===== src/rtl/tuple_regfile.sv =====
// DEPTH x WIDTH register file with per-entry valid bits, two write ports (port 1 wins
// collisions), NRD registered read ports, bulk clear and occupancy count. Optional macro
// TUPLE_REGFILE_BYPASS_EN forwards same-cycle write data to matching reads.
module tuple_regfile #(
    parameter int unsigned WIDTH = 4,
    parameter int unsigned DEPTH = 8,
    parameter int unsigned NRD   = 2
) (
    input  logic                            clk,
    input  logic                            reset_n,
    input  logic                            we0,
    input  logic [$clog2(DEPTH)-1:0]        waddr0,
    input  logic [WIDTH-1:0]                din0,
    input  logic                            we1,
    input  logic [$clog2(DEPTH)-1:0]        waddr1,
    input  logic [WIDTH-1:0]                din1,
    input  logic                            clear,
    input  logic [NRD*$clog2(DEPTH)-1:0]    raddr,
    output logic [NRD*WIDTH-1:0]            q,
    output logic [NRD-1:0]                  q_valid,
    output logic [$clog2(DEPTH):0]          occupancy
);

    localparam int unsigned AW = $clog2(DEPTH);
    localparam int unsigned CW = AW + 1;

    logic [WIDTH-1:0]     r_data [DEPTH];
    logic [DEPTH-1:0]     r_valid;
    logic [NRD*WIDTH-1:0] r_q;
    logic [NRD-1:0]       r_q_valid;
    logic [CW-1:0]        r_occ;

    logic                 w_wr0;
    logic                 w_wr1;
    logic [DEPTH-1:0]     w_valid_nxt;
    logic [CW-1:0]        w_occ_nxt;
    logic [NRD*WIDTH-1:0] w_q_nxt;
    logic [NRD-1:0]       w_qv_nxt;
    logic [AW-1:0]        w_ra [NRD];

    assign w_wr0 = we0 && (32'(waddr0) < DEPTH);
    assign w_wr1 = we1 && (32'(waddr1) < DEPTH);

    // Next valid vector: clear first, then both writes; popcount of the result.
    always_comb begin
        w_valid_nxt = clear ? '0 : r_valid;
        if (w_wr0) w_valid_nxt[waddr0] = 1'b1;
        if (w_wr1) w_valid_nxt[waddr1] = 1'b1;
        w_occ_nxt = '0;
        for (int unsigned i = 0; i < DEPTH; i++) begin
            w_occ_nxt = w_occ_nxt + CW'(w_valid_nxt[i]);
        end
    end

    // Read data selection per port; invalid or out-of-range entries read as zero.
    always_comb begin
        w_q_nxt  = '0;
        w_qv_nxt = '0;
        for (int unsigned k = 0; k < NRD; k++) begin
            w_ra[k] = raddr[k*AW +: AW];
            if ((32'(w_ra[k]) < DEPTH) && r_valid[w_ra[k]]) begin
                w_q_nxt[k*WIDTH +: WIDTH] = r_data[w_ra[k]];
                w_qv_nxt[k]               = 1'b1;
            end
`ifdef TUPLE_REGFILE_BYPASS_EN
            if (w_wr1 && (w_ra[k] == waddr1)) begin
                w_q_nxt[k*WIDTH +: WIDTH] = din1;
                w_qv_nxt[k]               = 1'b1;
            end else if (w_wr0 && (w_ra[k] == waddr0)) begin
                w_q_nxt[k*WIDTH +: WIDTH] = din0;
                w_qv_nxt[k]               = 1'b1;
            end else if (clear) begin
                w_q_nxt[k*WIDTH +: WIDTH] = '0;
                w_qv_nxt[k]               = 1'b0;
            end
`endif
        end
    end

    // Entry storage; clear leaves data untouched since valid gates every read.
    always_ff @(posedge clk or negedge reset_n) begin
        if (!reset_n) begin
            for (int unsigned i = 0; i < DEPTH; i++) begin
                r_data[i] <= '0;
            end
        end else begin
            for (int unsigned i = 0; i < DEPTH; i++) begin
                if (w_wr1 && (32'(waddr1) == i)) begin
                    r_data[i] <= din1;
                end else if (w_wr0 && (32'(waddr0) == i)) begin
                    r_data[i] <= din0;
                end
            end
        end
    end

    always_ff @(posedge clk or negedge reset_n) begin
        if (!reset_n) begin
            r_valid   <= '0;
            r_q       <= '0;
            r_q_valid <= '0;
            r_occ     <= '0;
        end else begin
            r_valid   <= w_valid_nxt;
            r_q       <= w_q_nxt;
            r_q_valid <= w_qv_nxt;
            r_occ     <= w_occ_nxt;
        end
    end

    assign q         = r_q;
    assign q_valid   = r_q_valid;
    assign occupancy = r_occ;

endmodule

===== config.mk =====
export PLATFORM = sky130hd
export DESIGN_NAME = tuple_regfile
export DESIGN_NICKNAME = d
export VERILOG_FILES = /design/src/rtl/tuple_regfile.sv
export SDC_FILE = /design/constraint.sdc
export NUM_CORES = 1
export LEC_CHECK = 0
export CAP_MARGIN = 0
export CORE_MARGIN = 5
export CORE_UTILIZATION = 53
export CTS_BUF_LIST = sky130_fd_sc_hd__clkbuf_2
export CTS_CLUSTER_SIZE = 20
export DETAILED_ROUTE_END_ITERATION = 8
export DONT_BUFFER_PORTS = 1
export PLACE_DENSITY = 0.68
export SYNTH_ARGS = -nofsm -noshare
export SYNTH_HDL_FRONTEND = slang
export SYNTH_SLANG_ARGS = --single-unit
export TNS_END_PERCENT = 30

===== constraint.sdc =====
create_clock -name clk -period 3.3 [get_ports clk]
set_input_delay 0.495 -clock clk [delete_from_list [all_inputs] [get_ports clk]]
set_output_delay 0.495 -clock clk [all_outputs]
set_load 0.05 [all_outputs]

==> results.yml <==
critical_path:
  critPathMaxFanout: 3
  crit_type: "reg -> reg"
  reg2reg_slack_ns: 0.23
  ff2ff_path_depth: 11
  cpMostUsedCell: "fa_1"
  startpoint_type: "flip-flop"
  crit_required_ns: 3.71
  path_buf_inv: 3
  cpLargestDelayFamily: "adder cells"
  end_kind: "flip-flop"
  worst_path_max_delay_cell: "fa_1"
  timing.rr.end: "occupancy[2]"
  crit_path_cell_trace: "nand2b_1 > nand3_1 > fa_1 > inv_1 > fa_1 > fa_1 > inv_1 > ha_1 > inv_1 > fa_1 > xnor2_1"
  r2r_start: "r_valid[3]"
  arrival_ns: 3.49
  cpPeakStageDelay_ns: 0.58
final_layout:
  postLayoutCellArea_sq_um: 3390
  drive_above_1_share_pct: 14.0
  area_delta_synth_final_pct: 4.36
  diodes: 0
  final_util_pct: 57.2
  nets: 303
clocking:
  cts.sinks: 54
  clock_path_buffers: 2
  htreeDepth: 2
  cts.clk_slew.worst_paths_ns: 0.30
  cts-resized-gates: 0
  cts_tree: "built"
  cts-buffers-inserted: 5
  clkLatencyLatePin_ns: 0.47
  cts_root_buffer: "clkbuf_2"
sta:
  final_max_slew_viol_count: 0
  finalHoldViolations: 0
  setup_viol_count_final: 0
  rsz0062_at_grt: "false"
  max_slew_margin_pct: 57.4
  fmax_mhz: 326
  tightest_slew_ns: 0.631
  finClkSkew_ns: 0.0393
  fin_crit_ns: 3.07
  period_share_pct: 93.0
global_routing:
  grt_max_degree: 55
  grt_pass1_vias: 2113
  antenna_found_initial: 0
  gr-usage-all-layers_pct: 21.5
  grt_overflow: 0
  grt_pass1_wl_mm: 12.2
power_and_ir_drop:
  pwr_density_cell_nw_per_um2: 487
  p_leak_nw: 1.55
  ir_drop_v: 0.000217
place:
  gp_congestion: 0.792
  place_area_sq_um: 3300
  hpwlAfterDp_mm: 5.44
  io_buffers: 0
synth:
  synth_top_area_cell: "dfrtp_1"
  synth-seq-cells: 54
  synthFlopType: "dfrtp_1"
  netlist_instances: 274
  synth-edff-count: 0
  ys_seq_area_share_pct: 41.6
  synth_common_cells: "54 x dfrtp_1, 40 x mux2i_1, 27 x nor2_1, 17 x a21oi_1"
  syn-num-nets: 306
  synth_cell_types: 30
  yosysMostFrequentCell: "dfrtp_1"
  avgSynthCellArea_sq_um: 11.8
  async_flop_share_pct: 100
  syn_area_sq_um: 3250
  yosys_warnings: 0
  synth_area_leaders: "dfrtp_1 42%, mux4_1 13%, mux2i_1 12%, nor2_1 3.1%, mux4_2 2.8%"
  synth_top_area_share_pct: 41.6
hold_path:
  holdCritStartpoint: "din1[1]"
  min_delay_path_depth: 2
  hold_class: "in -> reg"
  hold_end: "r_data[29]"
route:
  wl_per_cell_um: 22.2
  ant_nets: 0
  num_vias: 2116
  first_pass_iters: 4
  viasPerCell: 6.10
  totalWireLength_mm: 7.69
  drtIter0Drc: 206
  drc: 0
job:
  maxCapViolations: 0
die:
  dieArea_sq_um: 7790
  ios: 39
  fp.coreArea_sq_um: 5920
  die_h_um: 88.3
  start_util_pct: 54.8
  rows: 28
  die_width_um: 88.3
run_status:
  status: "finished, final reports clean"
-- power breakdown --
part           switching (mW)  leakage (nW)  internal, mW
clock network           0.227        0.0256        0.0542
registers               0.200         0.667         0.788
logic                   0.161         0.860         0.221
-- cells in the final DEF (no fill, tap or decap), types with 4 or more instances in the layout --
cell type and instances:
buf_4 16, clkbuf_2 5, dfrtp_1 54, nor2_1 27
nand2b_1 4, inv_1 15, nand4b_1 6, o21ai_0 13
a21oi_1 17, nand2_1 16, mux4_2 4, mux4_1 16
fa_1 4, mux2i_1 40, o21ai_1 6
-- sequential cells by signal, indices dropped and copies added, names as in the netlist --
signal	flops
r_valid	8
r_data	32
q_valid	2
occupancy	4
q	8
-- cells by family (layout without fill, tap and decap cells) --
family	count (synthesis)	count (layout)	share of synthesized area (%)
buffers and inverters	44	42	6.75
and+or+nand+nor	70	70	12.7
adders and majority gates	7	7	3.62
xor gates and xnor gates	1	1	0.270
DFF	54	54	41.6
AOI/OAI and AO/OA	36	36	5.55
muxes	62	62	29.5
-- how the worst max path moves through the flow --
stage,start,endpoint,slack (ns),depth (start not counted)
after floorplan,waddr1[0],occupancy[2],-0.20,13
after global placement,waddr1[2],occupancy[2],-0.05,13
after detailed placement,waddr1[2],occupancy[2],-0.15,13
after CTS,r_valid[3],occupancy[2],0.22,11
after global routing,r_valid[3],occupancy[2],0.07,11
final,r_valid[3],occupancy[2],0.23,11
-- routing by layer --
layer | global-route usage [%] | vias to the layer above | part of all wire (%)
met1 | 31.6 | 1031 | 43
met5 | 0 | - | 0
li1 | - | 973 | -
met2 | 32.1 | 103 | 45
met4 | 6.18 | 0 | 1.6
met3 | 5.12 | 9 | 9.7
-- worst reg2reg max path, cell delays in order, from the launching register on --
cell,delay [ns]
dfrtp_1,0.47
nand2b_1,0.09
nand3_1,0.13
fa_1,0.58
inv_1,0.06
fa_1,0.50
fa_1,0.41
inv_1,0.06
ha_1,0.15
inv_1,0.05
fa_1,0.38
xnor2_1,0.18
-- repair_timing --
item                                   in CTS  in global routing
buffers inserted                            0                  0
endpoints found under the hold margin      54                  0
hold buffers                                2                  0
-- through the flow --
step | worst slack [ns] | instances | power, mW | setup TNS (ns) | hold WS [ns]
final | 0.229 | 347 | 1.65 | 0 | 0.102
after global placement | -0.0466 | 337 | 1.35 | -0.0918 | 0.201
after CTS | 0.222 | 347 | 1.66 | 0 | 0.0852
after detailed placement | -0.154 | 337 | 1.37 | -0.269 | 0.201
after global routing | 0.0716 | 347 | 1.76 | 0 | 0.0621
after floorplan | -0.201 | 274 | 1.31 | -0.401 | 0.199
-- final cells by class --
type	instances	area, sq um
flip-flops and latches	54	1350
repair buffers	18	158
clock inverters	3	23.8
clock buffers	5	25.0
fillers	505	2530
well taps	75	93.8
inverters	16	60.1
multi-input cells	176	1680
No activity file was read; power rests on OpenSTA's default activity.
